<file path="config.mk">
export PLATFORM = sky130hd
export DESIGN_NAME = prng_range_fifo
export DESIGN_NICKNAME = d
export VERILOG_FILES = /design/src/rtl/prng_pkg.sv /design/src/rtl/prng_rem_calc.sv /design/src/rtl/prng_range_fifo.sv
export SDC_FILE = /design/constraint.sdc
export NUM_CORES = 2
export LEC_CHECK = 0
export ABC_AREA = 1
export CAP_MARGIN = 20
export CORE_AREA = 2 2 295 297
export DETAILED_ROUTE_END_ITERATION = 8
export DIE_AREA = 0 0 297 299
export PLACE_DENSITY = 0.69
export SYNTH_ARGS = -nofsm -noshare
export SYNTH_HDL_FRONTEND = slang
export SYNTH_SLANG_ARGS = --single-unit
</file>
<file path="constraint.sdc">
create_clock -name clk -period 5.5 [get_ports clk]
set_input_delay 0.55 -clock clk [delete_from_list [all_inputs] [get_ports clk]]
set_output_delay 0.55 -clock clk [all_outputs]
set_load 0.01 [all_outputs]
</file>
<file path="src/rtl/prng_pkg.sv">
// rtl/prng_pkg.sv - shared constants and state type for the PRNG range/FIFO block
package prng_pkg;

    localparam int RND_W      = 32;
    localparam int REM_CYCLES = 32;

    typedef enum logic {RUN, CALC} range_state_t;

endpackage

</file>
<file path="src/rtl/prng_rem_calc.sv">
// rtl/prng_rem_calc.sv - 32-cycle restoring remainder engine for the rejection threshold
module prng_rem_calc
    import prng_pkg::*;
#(
    parameter int WOUT = 16
) (
    input  logic             clk,
    input  logic             rst,
    input  logic             start,
    input  logic [RND_W-1:0] dividend,
    input  logic [WOUT:0]    divisor,
    output logic             busy,
    output logic             done,
    output logic [WOUT-1:0]  rem
);

    localparam int CW = $clog2(REM_CYCLES);

    logic             r_busy;
    logic [CW-1:0]    r_cnt;
    logic [RND_W-1:0] r_dividend;
    logic [WOUT-1:0]  r_rem;
    logic [WOUT:0]    r_divisor;

    logic [WOUT:0]    w_shift;
    logic [WOUT-1:0]  w_rem_next;

    // One restoring step: bring in the next dividend bit, subtract the divisor if it fits.
    // The partial remainder stays below the divisor, so WOUT bits hold it between steps.
    always_comb begin
        w_shift    = {r_rem, r_dividend[RND_W-1]};
        w_rem_next = (w_shift >= r_divisor) ? WOUT'(w_shift - r_divisor) : WOUT'(w_shift);
    end

    assign busy = r_busy;
    assign done = r_busy && (r_cnt == CW'(REM_CYCLES - 1));
    assign rem  = w_rem_next;

    // Iteration state: a start (even mid-run) reloads operands and restarts the count.
    always_ff @(posedge clk or posedge rst) begin
        if (rst) begin
            r_busy     <= 1'b0;
            r_cnt      <= '0;
            r_dividend <= '0;
            r_rem      <= '0;
            r_divisor  <= '0;
        end else if (start) begin
            r_busy     <= 1'b1;
            r_cnt      <= '0;
            r_dividend <= dividend;
            r_rem      <= '0;
            r_divisor  <= divisor;
        end else if (r_busy) begin
            r_rem      <= w_rem_next;
            r_dividend <= {r_dividend[RND_W-2:0], 1'b0};
            r_cnt      <= r_cnt + CW'(1);
            if (done) begin
                r_busy <= 1'b0;
            end
        end
    end

endmodule

</file>
<file path="src/rtl/prng_range_fifo.sv">
// rtl/prng_range_fifo.sv - unbiased [0,N) sampler with FIFO output; PRNG_RANGE_STATS_EN enables counters
module prng_range_fifo
    import prng_pkg::*;
#(
    parameter int DEPTH = 16,
    parameter int WOUT  = 16,
    parameter int CNT_W = 16
) (
    input  logic             clk,
    input  logic             rst,
    input  logic [RND_W-1:0] rnd_in,
    input  logic             rnd_valid,
    input  logic             cfg_load,
    input  logic [WOUT-1:0]  cfg_n,
    output logic             busy,
    output logic [WOUT-1:0]  m_tdata,
    output logic             m_tvalid,
    input  logic             m_tready,
    output logic [CNT_W-1:0] reject_cnt,
    output logic [CNT_W-1:0] drop_cnt
);

    localparam int AW = $clog2(DEPTH);
    localparam int PW = RND_W + WOUT;

    range_state_t     r_state, w_state_next;
    logic [WOUT-1:0]  r_n, r_t;
    logic [WOUT:0]    w_n_eff, w_cfg_eff;
    logic [RND_W-1:0] w_dividend;
    logic             w_eng_busy, w_eng_done;
    logic [WOUT-1:0]  w_eng_rem;

    logic             r_s1_v, r_s2_v;
    logic [PW-1:0]    r_s1_m;
    logic [WOUT-1:0]  r_s2_d;
    logic             w_take, w_lt;
    logic [PW-1:0]    w_prod;

    logic [WOUT-1:0]  r_mem [DEPTH];
    logic [AW:0]      r_wptr, r_rptr;
    logic             w_empty, w_full, w_pop, w_push;

    // N = 0 stands for 2^WOUT, so the effective range needs one extra bit.
    assign w_n_eff    = (r_n == '0)   ? {1'b1, {WOUT{1'b0}}} : {1'b0, r_n};
    assign w_cfg_eff  = (cfg_n == '0) ? {1'b1, {WOUT{1'b0}}} : {1'b0, cfg_n};
    assign w_dividend = ~{{(RND_W-WOUT-1){1'b0}}, w_cfg_eff} + RND_W'(1);

    prng_rem_calc #(.WOUT(WOUT)) u_rem_calc (
        .clk      (clk),
        .rst      (rst),
        .start    (cfg_load),
        .dividend (w_dividend),
        .divisor  (w_cfg_eff),
        .busy     (w_eng_busy),
        .done     (w_eng_done),
        .rem      (w_eng_rem)
    );

    // State register.
    always_ff @(posedge clk or posedge rst) begin
        if (rst) r_state <= RUN;
        else     r_state <= w_state_next;
    end

    // Next state: any load (re)enters CALC; CALC ends on the engine's final step.
    always_comb begin
        w_state_next = r_state;
        case (r_state)
            RUN:     if (cfg_load) w_state_next = CALC;
            CALC:    if (cfg_load) w_state_next = CALC;
                     else if (w_eng_done) w_state_next = RUN;
            default: w_state_next = RUN;
        endcase
    end

    assign busy = (r_state == CALC);

    // Range and threshold registers; T is captured on the engine's last step.
    always_ff @(posedge clk or posedge rst) begin
        if (rst) begin
            r_n <= '0;
            r_t <= '0;
        end else if (cfg_load) begin
            r_n <= cfg_n;
        end else if ((r_state == CALC) && w_eng_done) begin
            r_t <= w_eng_rem;
        end
    end

    assign w_take = rnd_valid && (r_state == RUN) && !w_eng_busy && !cfg_load;
    assign w_prod = {{WOUT{1'b0}}, rnd_in} * {{(PW-WOUT-1){1'b0}}, w_n_eff};
    assign w_lt   = r_s1_m[RND_W-1:0] < {{(RND_W-WOUT){1'b0}}, r_t};

    // Two-stage datapath: S1 holds the product, S2 holds an accepted sample.
    always_ff @(posedge clk or posedge rst) begin
        if (rst) begin
            r_s1_v <= 1'b0;
            r_s1_m <= '0;
            r_s2_v <= 1'b0;
            r_s2_d <= '0;
        end else begin
            r_s1_v <= w_take;
            if (w_take) r_s1_m <= w_prod;
            r_s2_v <= r_s1_v && !w_lt && !cfg_load;
            if (r_s1_v) r_s2_d <= r_s1_m[PW-1:RND_W];
        end
    end

    assign w_empty  = (r_wptr == r_rptr);
    assign w_full   = (r_wptr[AW] != r_rptr[AW]) && (r_wptr[AW-1:0] == r_rptr[AW-1:0]);
    assign w_pop    = !w_empty && m_tready;
    assign w_push   = r_s2_v && !cfg_load && (!w_full || w_pop);
    assign m_tvalid = !w_empty;
    assign m_tdata  = w_empty ? '0 : r_mem[r_rptr[AW-1:0]];

    // FIFO pointers; a load empties the queue.
    always_ff @(posedge clk or posedge rst) begin
        if (rst) begin
            r_wptr <= '0;
            r_rptr <= '0;
        end else if (cfg_load) begin
            r_wptr <= '0;
            r_rptr <= '0;
        end else begin
            if (w_push) r_wptr <= r_wptr + (AW+1)'(1);
            if (w_pop)  r_rptr <= r_rptr + (AW+1)'(1);
        end
    end

    // FIFO storage.
    always_ff @(posedge clk) begin
        if (w_push) r_mem[r_wptr[AW-1:0]] <= r_s2_d;
    end

`ifdef PRNG_RANGE_STATS_EN
    logic             w_reject, w_drop;
    logic [CNT_W-1:0] r_reject_cnt, r_drop_cnt;

    assign w_reject = r_s1_v && w_lt && !cfg_load;
    assign w_drop   = r_s2_v && !cfg_load && w_full && !w_pop;

    // Saturating statistics, cleared only by reset.
    always_ff @(posedge clk or posedge rst) begin
        if (rst) begin
            r_reject_cnt <= '0;
            r_drop_cnt   <= '0;
        end else begin
            if (w_reject && (r_reject_cnt != '1)) r_reject_cnt <= r_reject_cnt + CNT_W'(1);
            if (w_drop && (r_drop_cnt != '1))     r_drop_cnt   <= r_drop_cnt + CNT_W'(1);
        end
    end

    assign reject_cnt = r_reject_cnt;
    assign drop_cnt   = r_drop_cnt;
`else
    assign reject_cnt = '0;
    assign drop_cnt   = '0;
`endif

endmodule
</file>
==> flow_metrics.env <==
export IMPL_status="finished, violations left"
export IMPL_violations="setup timing"
export IMPL_cts_tree="built"
export IMPL_hold_end="r_rptr[1]"
export IMPL_ys_ff_latch=436
export IMPL_wirelength_um=99740
export IMPL_reg2regPathDepth=27
export IMPL_via_per_inst=5.051
export IMPL_diodes=0
export IMPL_ys_seq_area_frac=0.3178
export IMPL_routedWlPerCell_um=16.83
export IMPL_hold_depth=2
export IMPL_path_clk_slew_ns=0.06
export IMPL_gp_congestion=0.9501
export IMPL_r2r_end="r_s1_m[37]"
export IMPL_grt_ovfl_total=0
export IMPL_start_kind="register"
export IMPL_grt_first_pass_wirelength_um=160600
export IMPL_setup_viol=32
export IMPL_cts_sinks=436
export IMPL_numCtsBuffers=42
export IMPL_fin_crit_sh=1.050
export IMPL_grt_pass1_vias=30890
export IMPL_ios=103
export IMPL_grt_use_total=0.2250
export IMPL_firstDrtPassIters=6
export IMPL_drtAntennaViolNets=0
export IMPL_rows=108
export IMPL_insertion_delay_ns=0.58
export IMPL_hold_buffers=0
export IMPL_synthToLayoutAreaGrowth_pct=15.57
export IMPL_route_vias_total=29940
export IMPL_synthFlopType="edfxtp_1"
export IMPL_hold_class="in2reg"
export IMPL_synth_cell_type_count=52
export IMPL_hpwl_um=73280
export IMPL_ys_warn_count=0
export IMPL_cts_htree_levels=2
export IMPL_hold_path_startpoint="cfg_load"
export IMPL_drv_cap=0
export IMPL_end_kind="register"
export IMPL_final_common_cell="nand2_1"
export IMPL_critical_path_max_stage_delay_ns=0.54
export IMPL_regToRegSetupSlack_ns=-0.27
export IMPL_path_delay_family="adder cells"
export IMPL_drc=0
export IMPL_tns_ns=-6.348
export IMPL_required_ns=5.94
export IMPL_finClkSkew_ns=0.03798
export IMPL_synth_edff_count=256
export IMPL_critPathBufInv=8
export IMPL_grt_max_degree=139
export IMPL_die_area_um2=88800
export IMPL_initialDrtViolationCount=2317
export IMPL_drv_slew=0
export IMPL_initial_utilization=0.4464
export IMPL_drive_above_1_share=0.1171
export IMPL_max_freq_mhz=173.2
export IMPL_slew_headroom=0.3108
export IMPL_async_flop_share=0.4128
export IMPL_final_cell_mix="nand2_1 (1208), inv_1 (1001), fa_1 (440), nor2_1 (261), edfxtp_1 (256)"
export IMPL_syn_inst=4580
export IMPL_core_um2=85940
export IMPL_port_buffers=70
export IMPL_rsz0062_at_grt="true"
export IMPL_setup_slack_ns=-0.2732
export IMPL_place_ws_ns=-0.7417
export IMPL_root_buffer="clkbuf_16"
export IMPL_finalHoldViolCount=0
export IMPL_min_period_ns=5.773
export IMPL_cp_arrival_ns=6.21
export IMPL_die_w_um=297
export IMPL_cp_common_cell="fa_1"
export IMPL_crit_path_top_delay_cell="fa_2"
export IMPL_dieHeight_um=299
export IMPL_r2r_start="r_n[8]"
export IMPL_antenna_found_initial=0
export IMPL_path_max_fanout=4
export IMPL_postSynthAreaPerCell_um2=8.377
export IMPL_synth_area_um2=38370
export IMPL_cts_max_path_buffers=3
export IMPL_critical_path_class="reg2reg"
export IMPL_tightest_slew_ns=1.034
export IMPL_nets=5403
cell usage after synthesis, drive strengths merged (23+ instances only):
cell type | n | share of area
nand2 | 1277 | 0.13
inv | 1028 | 0.10
fa | 449 | 0.23
nor2 | 310 | 0.031
edfxtp | 256 | 0.20
dfrtp | 180 | 0.12
clkbuf | 177 | 0.017
nand3 | 173 | 0.023
o21ai | 163 | 0.022
ha | 160 | 0.052
a21oi | 84 | 0.011
buf | 70 | 0.012
o32ai | 34 | 0.0078
o221ai | 30 | 0.0070
nand3b | 29 | 0.0057
mux2i | 26 | 0.0068
xnor2 | 25 | 0.0057
nand4 | 23 | 0.0038
sequential cells by signal, summed over array words and instances (netlist names):
signal                 flops
r_mem                    256
r_s1_m                    48
u_rem_calc.r_dividend     32
u_rem_calc.r_divisor      17
r_n                       16
r_s2_d                    16
r_t                       16
u_rem_calc.r_rem          16
r_rptr                     5
r_wptr                     5
u_rem_calc.r_cnt           5
busy                       1
r_s1_v                     1
r_s2_v                     1
u_rem_calc.busy            1
timing repair:
action,CTS,global route
endpoints found under the setup margin,35,37
resized for setup,104,172
pin swaps,7,49
cloned,0,1
setup buffers,4,16
layout make-up:
cell class	count	area, um2
Clock buffer	51	1085
Clock inverter	25	321.6
Fill cell	7894	41600
Inverter	1031	3887
Multi-Input combinational cell	2897	22290
Sequential cell	436	12200
Tap cell	1155	1445
Timing Repair Buffer	333	3115
worst max-delay path by stage:
stage          startpoint          to  slack [ns]  cells after the start
2_1_floorplan  rnd_in[26]  r_s1_m[47]       -0.01                     26
5_1_grt            r_n[8]  r_s1_m[30]       -0.61                     27
4_1_cts           r_n[12]  r_s1_m[41]       -0.25                     28
3_3_place_gp   rnd_in[27]  r_s1_m[47]       -0.71                     26
3_5_place_dp   rnd_in[27]  r_s1_m[41]       -0.74                     24
6_report           r_n[8]  r_s1_m[37]       -0.27                     27
worst register-to-register path, cell delays in order, from the launching register on:
cell     delay [ns]
dfrtp_1        0.39
nor2_1         0.10
nand3_1        0.13
nor2_4         0.21
nand2_4        0.11
inv_4          0.10
buf_6          0.10
nand2_1        0.06
fa_1           0.47
fa_1           0.52
inv_2          0.04
fa_2           0.54
fa_1           0.44
fa_1           0.49
inv_1          0.05
fa_1           0.49
inv_2          0.05
ha_4           0.30
nand2_4        0.08
buf_4          0.15
nor3_2         0.14
buf_4          0.15
buf_4          0.11
nand4_1        0.13
nand3_1        0.11
nand2_1        0.05
nand3_1        0.08
nand2_1        0.07
stage by stage:
step,utilization,instances,cell area [um2],hold slack [ns]
finish,0.5159,5928,44340,0.2602
global route,0.5159,5928,44340,0.2783
CTS,0.5067,5912,43550,0.2375
detailed placement,0.4848,5832,41660,0.4645
global placement,0.4848,5832,41660,0.4603
floorplan,-,4611,38570,0.4438
logic make-up (layout without fill, tap and decap cells):
family / count (synthesis) / in the layout / share of synthesized area
AND/OR/NAND/NOR: 1837 / 1837 / 0.1934
buffers and inverters: 1278 / 1440 / 0.1300
adder cells (fa/ha/maj): 609 / 609 / 0.2865
flip-flops: 436 / 436 / 0.3178
AO/OA/AOI/OAI: 355 / 355 / 0.05684
XOR/XNOR: 38 / 38 / 0.008675
multiplexers: 26 / 26 / 0.006783
other: 1 / 32 / 0.00009774
layer usage:
layer  vias to the layer above  track usage  part of all wire
li1                      14090            -                 -
met1                     14700       0.2942              0.42
met2                       927       0.3907              0.48
met3                       231      0.02268             0.057
met4                         0      0.07937             0.039
met5                         -            0                 0
Power is not shown: default switching activity piles up to over one toggle a cycle in this logic, so the estimate is an artifact.
